===== src/rtl/seq_divider.sv =====
// Multi-cycle unsigned restoring divider with start/busy/ready handshake.
// Produces quotient, remainder and a divide-by-zero flag; STEPS_PER_CYCLE steps per clock.
module seq_divider #(
  parameter int WIDTH           = 12,
  parameter int STEPS_PER_CYCLE = 1
) (
  input  logic             clk,
  input  logic             reset,
  input  logic             start,
  input  logic [WIDTH-1:0] dividend,
  input  logic [WIDTH-1:0] divisor,
  output logic [WIDTH-1:0] quotient,
  output logic [WIDTH-1:0] remainder,
  output logic             busy,
  output logic             ready,
  output logic             div_by_zero
);

  localparam int N  = WIDTH / STEPS_PER_CYCLE;
  localparam int CW = (N > 1) ? $clog2(N) : 1;

  if (WIDTH < 2 || STEPS_PER_CYCLE < 1 || (WIDTH % STEPS_PER_CYCLE) != 0) begin : g_bad_cfg
    $error("seq_divider: WIDTH must be >= 2 and a multiple of STEPS_PER_CYCLE");
  end

  typedef enum logic {
    S_IDLE,
    S_RUN
  } state_t;

  state_t           r_state;
  logic [WIDTH-1:0] r_a;
  logic [WIDTH-1:0] r_b;
  logic [WIDTH-1:0] r_p;
  logic [CW-1:0]    r_cnt;
  logic [WIDTH-1:0] r_quotient;
  logic [WIDTH-1:0] r_remainder;
  logic             r_busy;
  logic             r_ready;
  logic             r_div_by_zero;

  logic [WIDTH:0]   w_p;
  logic [WIDTH-1:0] w_a;

  // Partial remainder is always < divisor after a restore, so only WIDTH bits are stored;
  // the extra MSB exists only inside the step to catch the borrow.
  always_comb begin
    w_p = {1'b0, r_p};
    w_a = r_a;
    for (int unsigned s = 0; s < STEPS_PER_CYCLE; s++) begin
      w_p = {w_p[WIDTH-1:0], w_a[WIDTH-1]};
      w_a = w_a << 1;
      w_p = w_p - {1'b0, r_b};
      if (w_p[WIDTH]) begin
        w_a[0] = 1'b0;
        w_p    = w_p + {1'b0, r_b};
      end else begin
        w_a[0] = 1'b1;
      end
    end
  end

  always_ff @(posedge clk) begin
    if (reset) begin
      r_state       <= S_IDLE;
      r_a           <= '0;
      r_b           <= '0;
      r_p           <= '0;
      r_cnt         <= '0;
      r_quotient    <= '0;
      r_remainder   <= '0;
      r_busy        <= 1'b0;
      r_ready       <= 1'b0;
      r_div_by_zero <= 1'b0;
    end else begin
      r_ready <= 1'b0;
      case (r_state)
        S_IDLE: begin
          if (start) begin
            r_a   <= dividend;
            r_b   <= divisor;
            r_p   <= '0;
            r_cnt <= '0;
            if (divisor != '0) begin
              r_state <= S_RUN;
              r_busy  <= 1'b1;
            end else begin
              r_quotient    <= '0;
              r_remainder   <= dividend;
              r_div_by_zero <= 1'b1;
              r_ready       <= 1'b1;
            end
          end
        end
        S_RUN: begin
          r_a   <= w_a;
          r_p   <= w_p[WIDTH-1:0];
          r_cnt <= r_cnt + CW'(1);
          if (r_cnt == CW'(N - 1)) begin
            r_quotient    <= w_a;
            r_remainder   <= w_p[WIDTH-1:0];
            r_div_by_zero <= 1'b0;
            r_busy        <= 1'b0;
            r_ready       <= 1'b1;
            r_state       <= S_IDLE;
          end
        end
        default: begin
          r_state <= S_IDLE;
          r_busy  <= 1'b0;
        end
      endcase
    end
  end

  assign quotient    = r_quotient;
  assign remainder   = r_remainder;
  assign busy        = r_busy;
  assign ready       = r_ready;
  assign div_by_zero = r_div_by_zero;

endmodule

===== config.mk =====
export PLATFORM = sky130hd
export DESIGN_NAME = seq_divider
export DESIGN_NICKNAME = d
export VERILOG_FILES = /design/src/rtl/seq_divider.sv
export SDC_FILE = /design/constraint.sdc
export NUM_CORES = 1
export LEC_CHECK = 0
export BUFFER_PORTS_ARGS = -buffer_cell sky130_fd_sc_hd__buf_4
export CAP_MARGIN = 0
export CORE_ASPECT_RATIO = 1.4
export CORE_MARGIN = 3
export CORE_UTILIZATION = 60
export CTS_BUF_LIST = sky130_fd_sc_hd__clkbuf_4 sky130_fd_sc_hd__clkbuf_8
export DETAILED_ROUTE_END_ITERATION = 8
export PLACE_DENSITY = 0.81
export SETUP_SLACK_MARGIN = 0.5
export SYNTH_ARGS = -nofsm -noshare
export SYNTH_HDL_FRONTEND = slang
export SYNTH_SLANG_ARGS = --single-unit

===== constraint.sdc =====
create_clock -name clk -period 6.8 [get_ports clk]
set_input_delay 1.02 -clock clk [delete_from_list [all_inputs] [get_ports clk]]
set_output_delay 1.02 -clock clk [all_outputs]
set_load 0.01 [all_outputs]

==> metrics.txt, run 1 <==
outcome=completed; Seq/Total Area, Yosys=0.340; Rows=34; mux cell area share after synthesis=0.0529; Worst-path clk slew=~80 ps; CP Max Fanout=5; CTS tree=built; wire per inst=about 17 um; fmax=273 MHz; H-Tree Level Count=3; Final setup viols=0; Clock power frac=0.152; n_diodes=0; Post-Synth XOR/XNOR Area=0.0438; DRT iter0 DRCs=206; part of the cycle the worst path needs=0.539; dpl hpwl=7630 um; CP arrival=3910 ps; Num CTS Buffers=9; nets=594; Comb pwr share=0.634; most frequent cells in the layout=67 x dfxtp_1, 64 x a21oi_1, 61 x nand2_1; worst r2r path cells=16; Ports=54; final setup TNS=0 ps; vias in the first global route=3703; synth unique cells=55; crit path kind=flop to flop; Cell Int Power=1190 uW; Finished Layout Cells=roughly 600; Die Ht=103 um; met3 Use GR=0.0498; Yosys top cell by area=dfxtp_1; Hold Buf Count CTS=0; CP Capture Type=flop; max_cap viols=0; Total Wirelength=10400 um; grt ovf=0; Worst R2R Start=r_a[11]; worst-margin pin slew=918 ps; Synth top area share=0.340; M1 GR Usage=0.347; first-pass GRT wire length=17200 um; cts repair resizes=0; port bufs=53; sw frac=0.461; Avg Inst Size Synth=7.97 um2; yosys warns=0; die area=7690 um2; Slew HR=0.387; RSZ-0062 raised after global routing=false; Synth Area in Compound Gates=0.216; largest family of logic cells by synthesized area=simple AND/OR/NAND/NOR gates; DRT antenna net count=0; Post-Synth Adder-Cell Area=0.0851; gpl congestion=0.958; Post-CTS Setup Bufs=0; async set-reset flop share out of synthesis=0; root buf cell=clkbuf_8; main flop type after synthesis=dfxtp_1; CTS sink count=just under 70; drt first pass iters=4; largest net degree at the start of global routing=71; Hold Path Stages=2; NetSw=1020 uW; Worst EP required=between 7000 and 8000 ps; Power Density=slightly below 500 nW/um2; final instance area=roughly 4600 um2; GR peak layer=met2; met2 usage=0.502; DR DRC count=0; post-route minimum period=3670 ps; flop-to-flop setup slack=3130 ps; clk_lat worst skew=approximately 350 ps; most common library cell in the layout ignoring fill and taps=dfxtp_1; Die X=75.0 um; initial antenna violation count=0; Hold Worst Slack=462 ps; number of synthesized flops with an enable pin=0; DR vias/cell=6.08; Synth Cell Area=approximately 4000 um2; area grow syn2layout=14.7%; Yosys reg bits=around 70; min-delay src=quotient[10]; post-placement cell count=602; P_leak=0.00192 uW; Final Hold Fails=0; Final Skew=8.44 ps; initial core utilization=0.631; Peak VDD IR=219 uV; Via Count=3753; Hold EP=quotient[10]; simple-gate area share of the yosys netlist=0.217; Overall Global Routing Usage=0.288; core area=6340 um2; share of cells above drive strength 1=0.143; Setup crit start kind=flop; largest buffer count on any clock path=2; Net Count, Synth=about 560; Synth area leaders=dfxtp_1 34%, a21oi_1 8.0%, ha_1 7.5%, nand2_1 5.7%, nor2_1 5.4%; Hold Crit Class=flop to flop; Flop pwr share=0.214; Slew Viols, Final=0; reg2reg end=r_p[11]; Post-DP Area=between 4000 and 5000 um2; Cells after Synth=502
## power groups by stage
| stage | Combinational, uW | Sequential (uW) | Clock, uW |
|---|---|---|---|
| 2_1_floorplan | 1090 | 468 | 0 |
| 3_3_place_gp | 1340 | 479 | 0 |
| 3_5_place_dp | 1360 | 480 | 0 |
| 4_1_cts | 1380 | 471 | 336 |
| 5_1_grt | 1540 | 477 | 356 |
| 6_report | 1400 | 472 | 334 |
## stage by stage
stage                     utilization  setup WS [ps]  total power (uW)
after floorplan                     -           3590              1560
after global placement          0.694           3250              1820
after detailed placement        0.694           3140              1840
after CTS                       0.723           3200              2180
after global routing            0.723           2800              2370
final                           0.723           3130              2200
## synth_stat cells, types with 5 or more instances
library cell / instances
a211oi_1: 10
a21o_1: 6
a21oi_1: 64
buf_1: 5
clkbuf_1: 20
dfxtp_1: 68
ha_1: 24
inv_1: 21
mux2i_1: 20
nand2_1: 61
nand2b_1: 5
nand3_1: 19
nand3b_1: 7
nor2_1: 57
nor2b_1: 6
nor3_1: 18
nor4_1: 5
o21a_1: 6
o21ai_0: 11
xnor2_1: 10
xor2_1: 5
## registers in the layout, indices dropped and copies added, names as in the netlist
name	count
r_state	1
r_cnt	4
div_by_zero	1
quotient	12
remainder	12
r_p	12
busy	1
r_a	12
ready	1
r_b	12
## critical path: stages (launching register included)
cell	delay (ps)
dfxtp_1	330
inv_1	50
ha_1	240
fa_1	510
nand2b_4	210
a21oi_1	200
o21ai_0	130
a21boi_0	260
nor2_1	80
ha_1	350
a21oi_1	300
nand2b_1	140
a21boi_0	90
o21ai_0	210
nand3b_1	130
xnor2_1	160
a22o_1	180
## metal layers
layer  routed length [um]  up-vias
met5                    0        -
met4                  197        0
met3                  561       22
met2                 5320      109
met1                 4280     1766
li1                     -     1856
## cell families after synthesis
kind of cell,count (synthesis)
buffers and inverters,47
adder cells (fa/ha/maj),26
AO/OA/AOI/OAI,133
XOR/XNOR,17
multiplexers,21
AND/OR/NAND/NOR,190
flip-flops,68
## cell type report
cell class / instances / area [um2]
Sequential cell: 68 / 1360
Inverter: 21 / 78.8
Clock buffer: 9 / 124
Fill cell: 515 / 1750
Clock inverter: 6 / 65.1
Tap cell: 72 / 90.1
Multi-Input combinational cell: 387 / 2460
Timing Repair Buffer: 54 / 405
## worst max path at each step
stage	start	end	slack (ps)	cells past startpoint
6_report	r_a[11]	r_p[11]	3130	16
3_3_place_gp	start	remainder[4]	3250	6
2_1_floorplan	r_a[11]	r_p[11]	3590	16
5_1_grt	r_a[11]	r_p[11]	2800	16
3_5_place_dp	start	remainder[3]	3140	6
4_1_cts	r_a[11]	r_p[11]	3200	16
Power figures use the tool's default switching activity.
==> inputs of run 2 (changes only) <==
--- a/config.mk
+++ b/config.mk
@@ -9,10 +9,10 @@
 export CAP_MARGIN = 0
 export CORE_ASPECT_RATIO = 1.4
 export CORE_MARGIN = 3
-export CORE_UTILIZATION = 60
+export CORE_UTILIZATION = 54
 export CTS_BUF_LIST = sky130_fd_sc_hd__clkbuf_4 sky130_fd_sc_hd__clkbuf_8
 export DETAILED_ROUTE_END_ITERATION = 8
-export PLACE_DENSITY = 0.81
+export PLACE_DENSITY = 0.77
 export SETUP_SLACK_MARGIN = 0.5
 export SYNTH_ARGS = -nofsm -noshare
 export SYNTH_HDL_FRONTEND = slang
==> constraint.sdc (replaced) <==
create_clock -name clk -period 3.18 [get_ports clk]
set_input_delay 0.477 -clock clk [delete_from_list [all_inputs] [get_ports clk]]
set_output_delay 0.477 -clock clk [all_outputs]
set_load 0.01 [all_outputs]
==> metrics.txt, run 2 (synthesis gave the netlist of run 1 again) <==
most common library cell in the layout ignoring fill and taps=buf_4; initial antenna violation count=0 (unchanged); DR DRC count=0 (unchanged); Final Hold Fails=0 (unchanged); CP arrival=3600 ps (-310 ps); fill cell count=463 (-10%); initial core utilization=0.565 (-0.0654); Via Count=4357 (+16%); outcome=complete, but fails checks; most frequent cells in the layout=110 x buf_4, 62 x dfxtp_1, 60 x nand2_1; crit path kind=flop to flop; Die Ht=108 um (+5.1%); footprint of the multi-input gates=2880 um2 (+17%); wire per inst=19.4 um (+16%); DRT antenna net count=0 (unchanged); n_diodes=0 (unchanged); core area=7070 um2 (+12%); CP Capture Type=flop; gpl congestion=0.992 (+3.5%); clk_lat worst skew=360 ps (about the same); final instance area=5540 um2 (+21%); Num CTS Buffers=9 (unchanged); largest net degree at the start of global routing=71 (unchanged); CP Max Fanout=5 (unchanged); drt first pass iters=7 (+3); H-Tree Level Count=3 (unchanged); max_cap viols=0 (unchanged); Rows=36 (+5.9%); area grow syn2layout=38.5%; Power Density=1270 nW/um2 (+160%); final setup TNS=-744 ps (-744 ps); Die X=78.7 um (+5.0%); largest buffer count on any clock path=2 (unchanged); share of cells above drive strength 1=0.341 (+0.198); P_leak=0.00232 uW (+21%); vias in the first global route=4061 (+9.7%); die area=8490 um2 (+10%); final worst slack=-220 ps (-3350 ps); Hold Crit Class=primary input to flop; DR vias/cell=6.21 (+2.0%); failing checks=setup timing; post-route minimum period=3400 ps (-269 ps); Ports=54 (unchanged); nets=656 (+10%); Worst EP required=3380 ps (-3660 ps); Post-DP Area=4690 um2 (+6.7%); Peak VDD IR=641 uV (+190%); Slew HR=0.474 (+0.0874); DRT iter0 DRCs=369 (+79%); dpl hpwl=8160 um (+7.0%); Overall Global Routing Usage=0.292 (+0.00436); Worst-path clk slew=80 ps (about the same); part of the cycle the worst path needs=1.07 (+0.530); Slew Viols, Final=0 (unchanged); Setup crit start kind=flop; root buf cell=clkbuf_8; RSZ-0062 raised after global routing=true; grt ovf=0 (unchanged); port bufs=53 (unchanged); first-pass GRT wire length=19400 um (+13%); CTS sink count=68 (unchanged); Final Skew=8.99 ps (+0.556 ps); fin util=0.783 (+0.0595); Final setup viols=10 (+10); fmax=294 MHz (+7.9%); CTS tree=built; storage element area=1370 um2 (+0.46%); Total Wirelength=13600 um (+32%); worst-margin pin slew=789 ps (-129 ps)
-- run 2: power by group --
part	leakage [uW]	total, uW	internal [uW]	switching (uW)
Sequential	0.000556	1030	939	86.3
Combinational	0.00166	5270	2610	2660
Clock	0.0000962	719	376	343
Total	0.00232	7010	3930	3090
-- run 2: final timing paths --
kind                from            to  slack [ps]  cells past startpoint
max              r_a[11]  remainder[9]        -220                     16
min          divisor[11]       r_b[11]         370                      3
max reg2reg      r_a[11]  remainder[9]        -220                     16
min reg2reg  quotient[1]   quotient[1]         460                      2
-- run 2: worst max-delay path, stage by stage, from the launching register on --
cell	delay, ps
dfxtp_2	330
inv_2	70
ha_4	150
fa_2	210
nand2b_4	160
nand2b_1	60
a211oi_1	320
nor2_1	120
ha_1	410
a21oi_2	160
nand2_1	100
o211ai_1	290
a31oi_1	190
xor2_1	210
mux2i_1	260
buf_4	180
a221oi_2	50
-- run 2: repair_timing --
| action | CTS | global route |
|---|---|---|
| hold buffers | 0 | 0 |
| setup endpoints to repair | 21 | 24 |
| resized for setup | 32 | 48 |
| pin swaps | 23 | 30 |
| setup buffers | 18 | 13 |
-- run 2: layout make-up --
class	instances	share of cell area
tap	95	0.0215
sequential	68	0.247
clock buffer	11	0.0251
multi-input combinational	387	0.520
clock inverter	4	0.00927
timing repair buffer	116	0.163
inverter	21	0.0142
-- run 2: stage by stage --
step / worst slack (ps) / instances / power, uW / hold slack (ps)
global route: -267 / 702 / 7290 / 373
CTS: 67.7 / 689 / 5790 / 364
floorplan: 110 / 502 / 3410 / 429
finish: -220 / 702 / 7010 / 370
detailed placement: -94.1 / 656 / 4400 / 449
global placement: 49.3 / 656 / 4350 / 444
-- run 2: per-layer routing --
layer | part of all wire | vias up | GRT usage
li1 | - | 1977 | -
met2 | 0.49 | 246 | 0.509
met3 | 0.081 | 82 | 0.0570
met5 | 0 | - | 0
met4 | 0.061 | 0 | 0.161
met1 | 0.37 | 2052 | 0.330
